`src/rtl/fechadura_pkg.sv`:
```
// fechadura_pkg: types and constants shared by the keypad decoder, the
// setup stage and the operational lock logic.
//   senhaPac_t  - 20-digit code buffer, digits[0] is the newest entry
//   KEY_*       - special 4-bit key codes
//   kbd_state_t - keypad scan FSM states
//   key_code()  - row/column to 4-bit code map
//   col_index() - index of the single low column in an active-low pattern
package fechadura_pkg;

    localparam int NUM_DIGITS = 20;

    localparam logic [3:0] KEY_STAR  = 4'hA;
    localparam logic [3:0] KEY_HASH  = 4'hB;
    localparam logic [3:0] KEY_EMPTY = 4'hF;

    typedef struct packed {
        logic [NUM_DIGITS-1:0][3:0] digits;
    } senhaPac_t;

    localparam senhaPac_t SENHA_EMPTY = senhaPac_t'({(NUM_DIGITS*4){1'b1}});

    typedef enum logic [1:0] {
        SCAN      = 2'd0,
        DEB_PRESS = 2'd1,
        WAIT_REL  = 2'd2,
        DEB_REL   = 2'd3
    } kbd_state_t;

    // Keypad layout:
    //   r0: 1 2 3 A
    //   r1: 4 5 6 B
    //   r2: 7 8 9 C
    //   r3: * 0 # D
    // Column 3 holds the letter keys; their code value is never used.
    function automatic logic [3:0] key_code(input logic [1:0] row, input logic [1:0] col);
        logic [3:0] code;
        code = KEY_EMPTY;
        case ({row, col})
            4'b00_00: code = 4'h1;
            4'b00_01: code = 4'h2;
            4'b00_10: code = 4'h3;
            4'b01_00: code = 4'h4;
            4'b01_01: code = 4'h5;
            4'b01_10: code = 4'h6;
            4'b10_00: code = 4'h7;
            4'b10_01: code = 4'h8;
            4'b10_10: code = 4'h9;
            4'b11_00: code = KEY_STAR;
            4'b11_01: code = 4'h0;
            4'b11_10: code = KEY_HASH;
            default:  code = KEY_EMPTY;
        endcase
        return code;
    endfunction

    function automatic logic [1:0] col_index(input logic [3:0] cols_n);
        logic [1:0] idx;
        idx = 2'd0;
        case (cols_n)
            4'b1101: idx = 2'd1;
            4'b1011: idx = 2'd2;
            4'b0111: idx = 2'd3;
            default: idx = 2'd0;
        endcase
        return idx;
    endfunction

endpackage

```
`src/rtl/teclado_debounce.sv`:
```
// teclado_debounce: stable-level counter.
//   clk, rst - clock, synchronous active-high reset
//   level    - condition being debounced (1 = condition currently holds)
//   restart  - clears the count; the counter only runs while this is low
//   stable   - one-cycle pulse on the DEBOUNCE_CYCLES-th consecutive cycle
//              with level high and restart low
module teclado_debounce #(
    parameter int DEBOUNCE_CYCLES = 10000
) (
    input  logic clk,
    input  logic rst,
    input  logic level,
    input  logic restart,
    output logic stable
);

    localparam int CW = $clog2(DEBOUNCE_CYCLES);
    localparam logic [CW-1:0] LAST = CW'(DEBOUNCE_CYCLES - 1);

    logic [CW-1:0] cnt_q;

    assign stable = level && !restart && (cnt_q == LAST);

    // Count restarts after each stable pulse so the press and release phases
    // can share one counter.
    always_ff @(posedge clk) begin
        if (rst || restart || !level || stable) begin
            cnt_q <= '0;
        end else begin
            cnt_q <= cnt_q + 1'b1;
        end
    end

endmodule

```
`src/rtl/decodificador_teclado.sv`:
```
// decodificador_teclado: 4x4 keypad scanner and digit buffer.
//   clk, rst      - clock, synchronous active-high reset
//   col_matrix    - keypad columns, active-low
//   lin_matrix    - keypad rows, active-low, one row low at a time
//   digitos_value - 20-digit buffer, digits[0] newest
//   digitos_valid - one-cycle pulse, same edge as the buffer shift
//
// digitos_valid handshake: no back-pressure. A consumer samples
// digitos_value on any cycle where digitos_valid is high; the value is
// guaranteed for that cycle only (a terminator clears it on the next one).
module decodificador_teclado
    import fechadura_pkg::*;
#(
    parameter int SCAN_DIV        = 1000,
    parameter int DEBOUNCE_CYCLES = 10000,
    parameter int TIMEOUT_CYCLES  = 250000000
) (
    input  logic      clk,
    input  logic      rst,
    input  logic [3:0] col_matrix,
    output logic [3:0] lin_matrix,
    output senhaPac_t digitos_value,
    output logic      digitos_valid
);

    localparam int SW = $clog2(SCAN_DIV);
    localparam int TW = $clog2(TIMEOUT_CYCLES + 1);
    localparam logic [SW-1:0] SCAN_LAST = SW'(SCAN_DIV - 1);
    localparam logic [TW-1:0] IDLE_MAX  = TW'(TIMEOUT_CYCLES);

    kbd_state_t    state_q, state_d;
    logic [1:0]    row_q, row_d;
    logic [3:0]    col_q;
    logic [1:0]    col_idx_q;
    logic [SW-1:0] scan_cnt_q;
    logic [TW-1:0] idle_cnt_q;
    senhaPac_t     digits_q;
    logic          valid_q;

    logic       single_low;
    logic       latch;
    logic       accept;
    logic       deb_level;
    logic       deb_restart;
    logic       deb_stable;
    logic [3:0] code;
    logic       code_ok;
    logic       term_seen;

    assign single_low = ($countones(~col_matrix) == 1);
    assign code       = key_code(row_q, col_idx_q);
    assign code_ok    = accept && (col_idx_q != 2'd3);
    assign term_seen  = valid_q && ((digits_q.digits[0] == KEY_STAR) ||
                                    (digits_q.digits[0] == KEY_HASH));

    teclado_debounce #(
        .DEBOUNCE_CYCLES(DEBOUNCE_CYCLES)
    ) u_debounce (
        .clk    (clk),
        .rst    (rst),
        .level  (deb_level),
        .restart(deb_restart),
        .stable (deb_stable)
    );

    always_comb begin
        state_d     = state_q;
        row_d       = row_q;
        latch       = 1'b0;
        accept      = 1'b0;
        deb_level   = 1'b0;
        deb_restart = 1'b1;
        case (state_q)
            SCAN: begin
                // Multi-column patterns are ghosting or chords: keep rotating.
                if (single_low) begin
                    latch   = 1'b1;
                    state_d = DEB_PRESS;
                end else if (scan_cnt_q == SCAN_LAST) begin
                    row_d = row_q + 2'd1;
                end
            end
            DEB_PRESS: begin
                deb_restart = 1'b0;
                deb_level   = (col_matrix == col_q);
                if (deb_stable) begin
                    accept  = 1'b1;
                    state_d = WAIT_REL;
                end else if (!deb_level) begin
                    state_d = SCAN;
                end
            end
            WAIT_REL: begin
                if (col_matrix == 4'hF) begin
                    state_d = DEB_REL;
                end
            end
            DEB_REL: begin
                deb_restart = 1'b0;
                deb_level   = (col_matrix == 4'hF);
                if (deb_stable) begin
                    state_d = SCAN;
                end else if (!deb_level) begin
                    state_d = WAIT_REL;
                end
            end
            default: state_d = SCAN;
        endcase
    end

    always_ff @(posedge clk) begin
        if (rst) begin
            state_q    <= SCAN;
            row_q      <= 2'd0;
            col_q      <= 4'hF;
            col_idx_q  <= 2'd0;
            scan_cnt_q <= '0;
        end else begin
            state_q <= state_d;
            row_q   <= row_d;
            if (latch) begin
                col_q     <= col_matrix;
                col_idx_q <= col_index(col_matrix);
            end
            // The divider only runs while scanning, so a return to SCAN
            // gives the held row a full SCAN_DIV period.
            if (state_q == SCAN && !latch && scan_cnt_q != SCAN_LAST) begin
                scan_cnt_q <= scan_cnt_q + 1'b1;
            end else begin
                scan_cnt_q <= '0;
            end
        end
    end

    always_ff @(posedge clk) begin
        if (rst) begin
            digits_q   <= SENHA_EMPTY;
            valid_q    <= 1'b0;
            idle_cnt_q <= '0;
        end else begin
            valid_q <= code_ok;
            if (code_ok) begin
                idle_cnt_q <= '0;
            end else if (idle_cnt_q != IDLE_MAX) begin
                idle_cnt_q <= idle_cnt_q + 1'b1;
            end
            if (code_ok) begin
                digits_q.digits <= {digits_q.digits[NUM_DIGITS-2:0], code};
            end else if (term_seen) begin
                digits_q <= SENHA_EMPTY;
            end else if (idle_cnt_q == IDLE_MAX && digits_q != SENHA_EMPTY) begin
                digits_q <= SENHA_EMPTY;
            end
        end
    end

    assign lin_matrix    = ~(4'b0001 << row_q);
    assign digitos_value = digits_q;
    assign digitos_valid = valid_q;

endmodule
```
`config.mk`:
```
export PLATFORM = sky130hd
export DESIGN_NAME = decodificador_teclado
export DESIGN_NICKNAME = d
export VERILOG_FILES = /design/src/rtl/fechadura_pkg.sv /design/src/rtl/teclado_debounce.sv /design/src/rtl/decodificador_teclado.sv
export SDC_FILE = /design/constraint.sdc
export NUM_CORES = 1
export LEC_CHECK = 0
export ABC_AREA = 1
export CAP_MARGIN = 0
export CORE_ASPECT_RATIO = 0.75
export CORE_MARGIN = 2
export CORE_UTILIZATION = 40
export CTS_CLUSTER_DIAMETER = 120
export DETAILED_ROUTE_END_ITERATION = 8
export HOLD_SLACK_MARGIN = 0.1
export PLACE_DENSITY_LB_ADDON = 0.12
export REMOVE_ABC_BUFFERS = 1
export SLEW_MARGIN = 25
export SYNTH_ARGS = -nofsm -noshare
export SYNTH_HDL_FRONTEND = slang
export SYNTH_SLANG_ARGS = --single-unit
```
`constraint.sdc`:
```
create_clock -name clk -period 2.34 [get_ports clk]
set_input_delay 0.468 -clock clk [delete_from_list [all_inputs] [get_ports clk]]
set_output_delay 0.468 -clock clk [all_outputs]
set_load 0.02 [all_outputs]
```
==> impl_metrics.xml <==
<?xml version="1.0" encoding="UTF-8"?>
<metrics>
  <group name="timing">
    <metric name="fin_crit_sh" unit="%">92.04</metric>
    <metric name="maxSlewHeadroom" unit="%">58.96</metric>
    <metric name="layout_min_cycle_time" unit="ns">2.154</metric>
    <metric name="timing.final.hold_violations" unit="">0</metric>
    <metric name="final-max-slew-violation-count" unit="">0</metric>
    <metric name="fmaxAchievable" unit="MHz">464.3</metric>
    <metric name="hold_ws" unit="ns">0.3780</metric>
    <metric name="fin_tns_setup" unit="ns">0</metric>
    <metric name="finalSetupViolCount" unit="">0</metric>
    <metric name="max_slew.worst_pin.slew" unit="ns">0.6157</metric>
    <metric name="fin_skew" unit="ns">0.01140</metric>
    <metric name="rsz0062_at_grt" unit="">no</metric>
  </group>
  <group name="place">
    <metric name="detailed_place.area" unit="sq um">8682</metric>
    <metric name="detailed_place_hpwl" unit="mm">11.58</metric>
    <metric name="globalplace.congestion" unit="">0.8824</metric>
    <metric name="port_buffers" unit="">90</metric>
  </group>
  <group name="setup_path">
    <metric name="cp.required" unit="ns">1.87</metric>
    <metric name="startpoint_type" unit="">register</metric>
    <metric name="category_of_the_worst_setup_path_capture_point" unit="">output port</metric>
    <metric name="regToRegSetupSlack" unit="ns">0.37</metric>
    <metric name="crit_path_cell_trace" unit="">ha_1 &gt; inv_1 &gt; clkdlybuf4s50_1</metric>
    <metric name="timing.critical_path.slowest_cell_delay" unit="ns">0.60</metric>
    <metric name="critPathArrivalTime" unit="ns">1.69</metric>
    <metric name="crit_path_max_fanout" unit="">8</metric>
    <metric name="path_class" unit="">register to output port</metric>
    <metric name="crit_path_top_delay_cell" unit="">sky130_fd_sc_hd__clkdlybuf4s50_1</metric>
  </group>
  <group name="pwr">
    <metric name="p_per_area" unit="nW/um^2">595.4</metric>
    <metric name="seq_power_share" unit="%">45.1</metric>
    <metric name="internal-power" unit="uW">4110</metric>
    <metric name="power.share.switching" unit="%">25.89</metric>
    <metric name="p_sw" unit="uW">1436</metric>
    <metric name="p_leak" unit="uW">0.003560</metric>
    <metric name="power.clock.fraction" unit="%">49.3</metric>
    <metric name="fin_total_pwr" unit="uW">5546</metric>
    <metric name="combPwrFrac" unit="%">5.6</metric>
    <metric name="vdd_drop_max" unit="uV">416.8</metric>
  </group>
  <group name="synthesis">
    <metric name="syn_inst" unit="">1007</metric>
    <metric name="synth_ff_type" unit="">sky130_fd_sc_hd__dfxtp_1</metric>
    <metric name="sequential_cell_area_fraction_in_the_yosys_report" unit="%">38.26</metric>
    <metric name="dominant_cells_by_area_after_synthesis" unit="">sky130_fd_sc_hd__dfxtp_1, sky130_fd_sc_hd__nor2_1, sky130_fd_sc_hd__nor3_2</metric>
    <metric name="yosys_warnings" unit="">0</metric>
    <metric name="cell_types_with_the_highest_counts_after_synthesis" unit="">sky130_fd_sc_hd__nor2_1, sky130_fd_sc_hd__nand2_1, sky130_fd_sc_hd__dfxtp_1, sky130_fd_sc_hd__or2_2, sky130_fd_sc_hd__nor3_2</metric>
    <metric name="post-synth-top-count-cell" unit="">sky130_fd_sc_hd__nor2_1</metric>
    <metric name="synth.largest_area_cell" unit="">sky130_fd_sc_hd__dfxtp_1</metric>
    <metric name="synth_enable_flop_cells" unit="">0</metric>
    <metric name="yosys.cell_types.count" unit="">42</metric>
    <metric name="postSynthRegisterBits" unit="">143</metric>
    <metric name="post_synth_instance_area" unit="sq um">7482</metric>
    <metric name="syn_avg_cell_area" unit="sq um">7.430</metric>
    <metric name="async_set_or_reset_flop_fraction_in_the_synthesized_netlist" unit="%">0</metric>
    <metric name="synth_top_cell_area_share" unit="%">38.26</metric>
  </group>
  <group name="cts">
    <metric name="clock-sinks" unit="">143</metric>
    <metric name="cts_root_buf" unit="">sky130_fd_sc_hd__clkbuf_16</metric>
    <metric name="cts_max_path_bufs" unit="">2</metric>
    <metric name="h-tree-depth" unit="">4</metric>
    <metric name="clk-insertion-delay-late" unit="ns">0.43</metric>
    <metric name="clk_pin_slew" unit="ns">0.06</metric>
    <metric name="tritoncts.num_buffers" unit="">17</metric>
    <metric name="clock_tree_from_tritoncts" unit="">built</metric>
  </group>
  <group name="finish">
    <metric name="post-route-util" unit="%">50.63</metric>
    <metric name="flow.area_growth_from_synthesis" unit="%">24.50</metric>
    <metric name="layout.filler_cells" unit="">1823</metric>
    <metric name="insertedDiodeCount" unit="">0</metric>
    <metric name="drive_gt1_share" unit="%">21.65</metric>
    <metric name="register_area" unit="sq um">2864</metric>
    <metric name="finish.net_count" unit="">1127</metric>
    <metric name="area_of_the_multi_input_gates" unit="sq um">4091</metric>
    <metric name="final_cell_area" unit="sq um">9315</metric>
  </group>
  <group name="drt">
    <metric name="via_per_inst" unit="">4.610</metric>
    <metric name="route.detailed.drc" unit="">0</metric>
    <metric name="detail_route.first_pass.iterations" unit="">5</metric>
    <metric name="drt.antenna.violating_nets" unit="">0</metric>
    <metric name="drtIter0Drc" unit="">520</metric>
    <metric name="drt_wl_total" unit="mm">16.76</metric>
    <metric name="via_count" unit="">6293</metric>
    <metric name="avgRoutedWirePerCell" unit="microns">12.28</metric>
  </group>
  <group name="floorplanning">
    <metric name="core_area" unit="sq um">18400</metric>
    <metric name="floorplan.die.height" unit="microns">122.4</metric>
    <metric name="pin_count" unit="">91</metric>
    <metric name="fp.dieW" unit="microns">161.9</metric>
    <metric name="std_cell_rows" unit="">43</metric>
    <metric name="die_area" unit="sq um">19830</metric>
    <metric name="start_util" unit="%">40.66</metric>
  </group>
  <group name="hold_path">
    <metric name="timing.hold.worst.class" unit="">input pin to register</metric>
  </group>
  <group name="global_routing">
    <metric name="grt_pass1_wl" unit="mm">27.72</metric>
    <metric name="pin_count_of_the_biggest_net_entering_global_routing" unit="">118</metric>
    <metric name="grt_remaining_overflow" unit="">0</metric>
    <metric name="grt_util_all_layers" unit="%">17.40</metric>
    <metric name="via_count_of_the_first_global_routing_pass" unit="">5458</metric>
    <metric name="antenna_found_initial" unit="">0</metric>
  </group>
  <group name="job">
    <metric name="cap_viol_max_count" unit="">0</metric>
  </group>
  <group name="outcome">
    <metric name="run_status" unit="">finished, final reports clean</metric>
  </group>
</metrics>
-- path summary, 6_finish.rpt --
| check | from | endpoint | cells past startpoint |
|---|---|---|---|
| setup / recovery | row_q[0] | lin_matrix[3] | 3 |
| hold / removal | rst | digitos_value[7] | 3 |
| setup reg to reg | u_debounce.cnt_q[0] | digitos_value[17] | 10 |
| hold reg to reg | u_debounce.cnt_q[0] | u_debounce.cnt_q[0] | 1 |
-- cell families after synthesis --
kind of cell / share of synthesized area, %
fa+ha+maj: 2.776
simple gates: 45.70
xor+xnor: 1.756
buf+inv: 7.224
compound gates: 4.281
flops: 38.26
-- metrics by stage --
stage	setup slack, ns	instances
global route	0.09119	1365
global placement	-0.5154	1330
CTS	0.03092	1364
detailed placement	-0.5815	1330
finish	0.1862	1365
floorplan	-1.015	966
-- flip-flops by register name, indices dropped and copies added, names as in the netlist --
name and flops:
digitos_value 80, col_q 4, row_q 2, idle_cnt_q 28, digitos_valid 1, scan_cnt_q 10
u_debounce.cnt_q 14, col_idx_q 2, state_q 2
-- worst max-delay path: cells and delay by family (launching register included) --
kind | cells | cell delay (ns)
buffers and inverters | 2 | 0.67
flip-flops | 1 | 0.36
adder cells (fa/ha/maj) | 1 | 0.22
-- metal layers --
layer / routed length [microns] / global-route usage (%) / vias up
li1: - / - / 3384
met1: 9475 / 26.95 / 2775
met2: 6402 / 23.43 / 117
met3: 660 / 3.481 / 17
met4: 217 / 6.139 / 0
met5: 0 / 0 / -
-- layout by cell type, fill, tap and decap left out, drive strengths merged, types with 4 or more instances in the layout --
cell,instances
inv,77
ha,15
nor3b,11
clkbuf,17
xor2,12
dfxtp,143
nor2,264
nand3,25
nand2,168
a21oi,32
nor3,97
o21ai,7
buf,31
o211ai,4
or2,88
clkdlybuf4s50,83
nand4,13
-- cell type report --
type,instances,share of cell area (%)
Timing Repair Buffer,120,12.95
Clock inverter,15,1.800
Sequential cell,143,30.75
Tap cell,247,3.318
Inverter,67,2.700
Multi-Input combinational cell,756,43.92
Clock buffer,17,4.567
-- timing repair --
item                       CTS  global route
hold buffers                 0             0
setup endpoints to repair   18            15
gates resized for setup      5             6
setup buffers                2             1
pin swaps                    1             2
-- power by group through the flow --
stage	sequential, uW	combinational [uW]	clock (uW)
3_5_place_dp	2550	290	0
5_1_grt	2500	357	2930
4_1_cts	2500	303	2810
3_3_place_gp	2550	286	0
2_1_floorplan	2540	157	0
6_report	2500	312	2730
(Power assumes the default switching activity.)
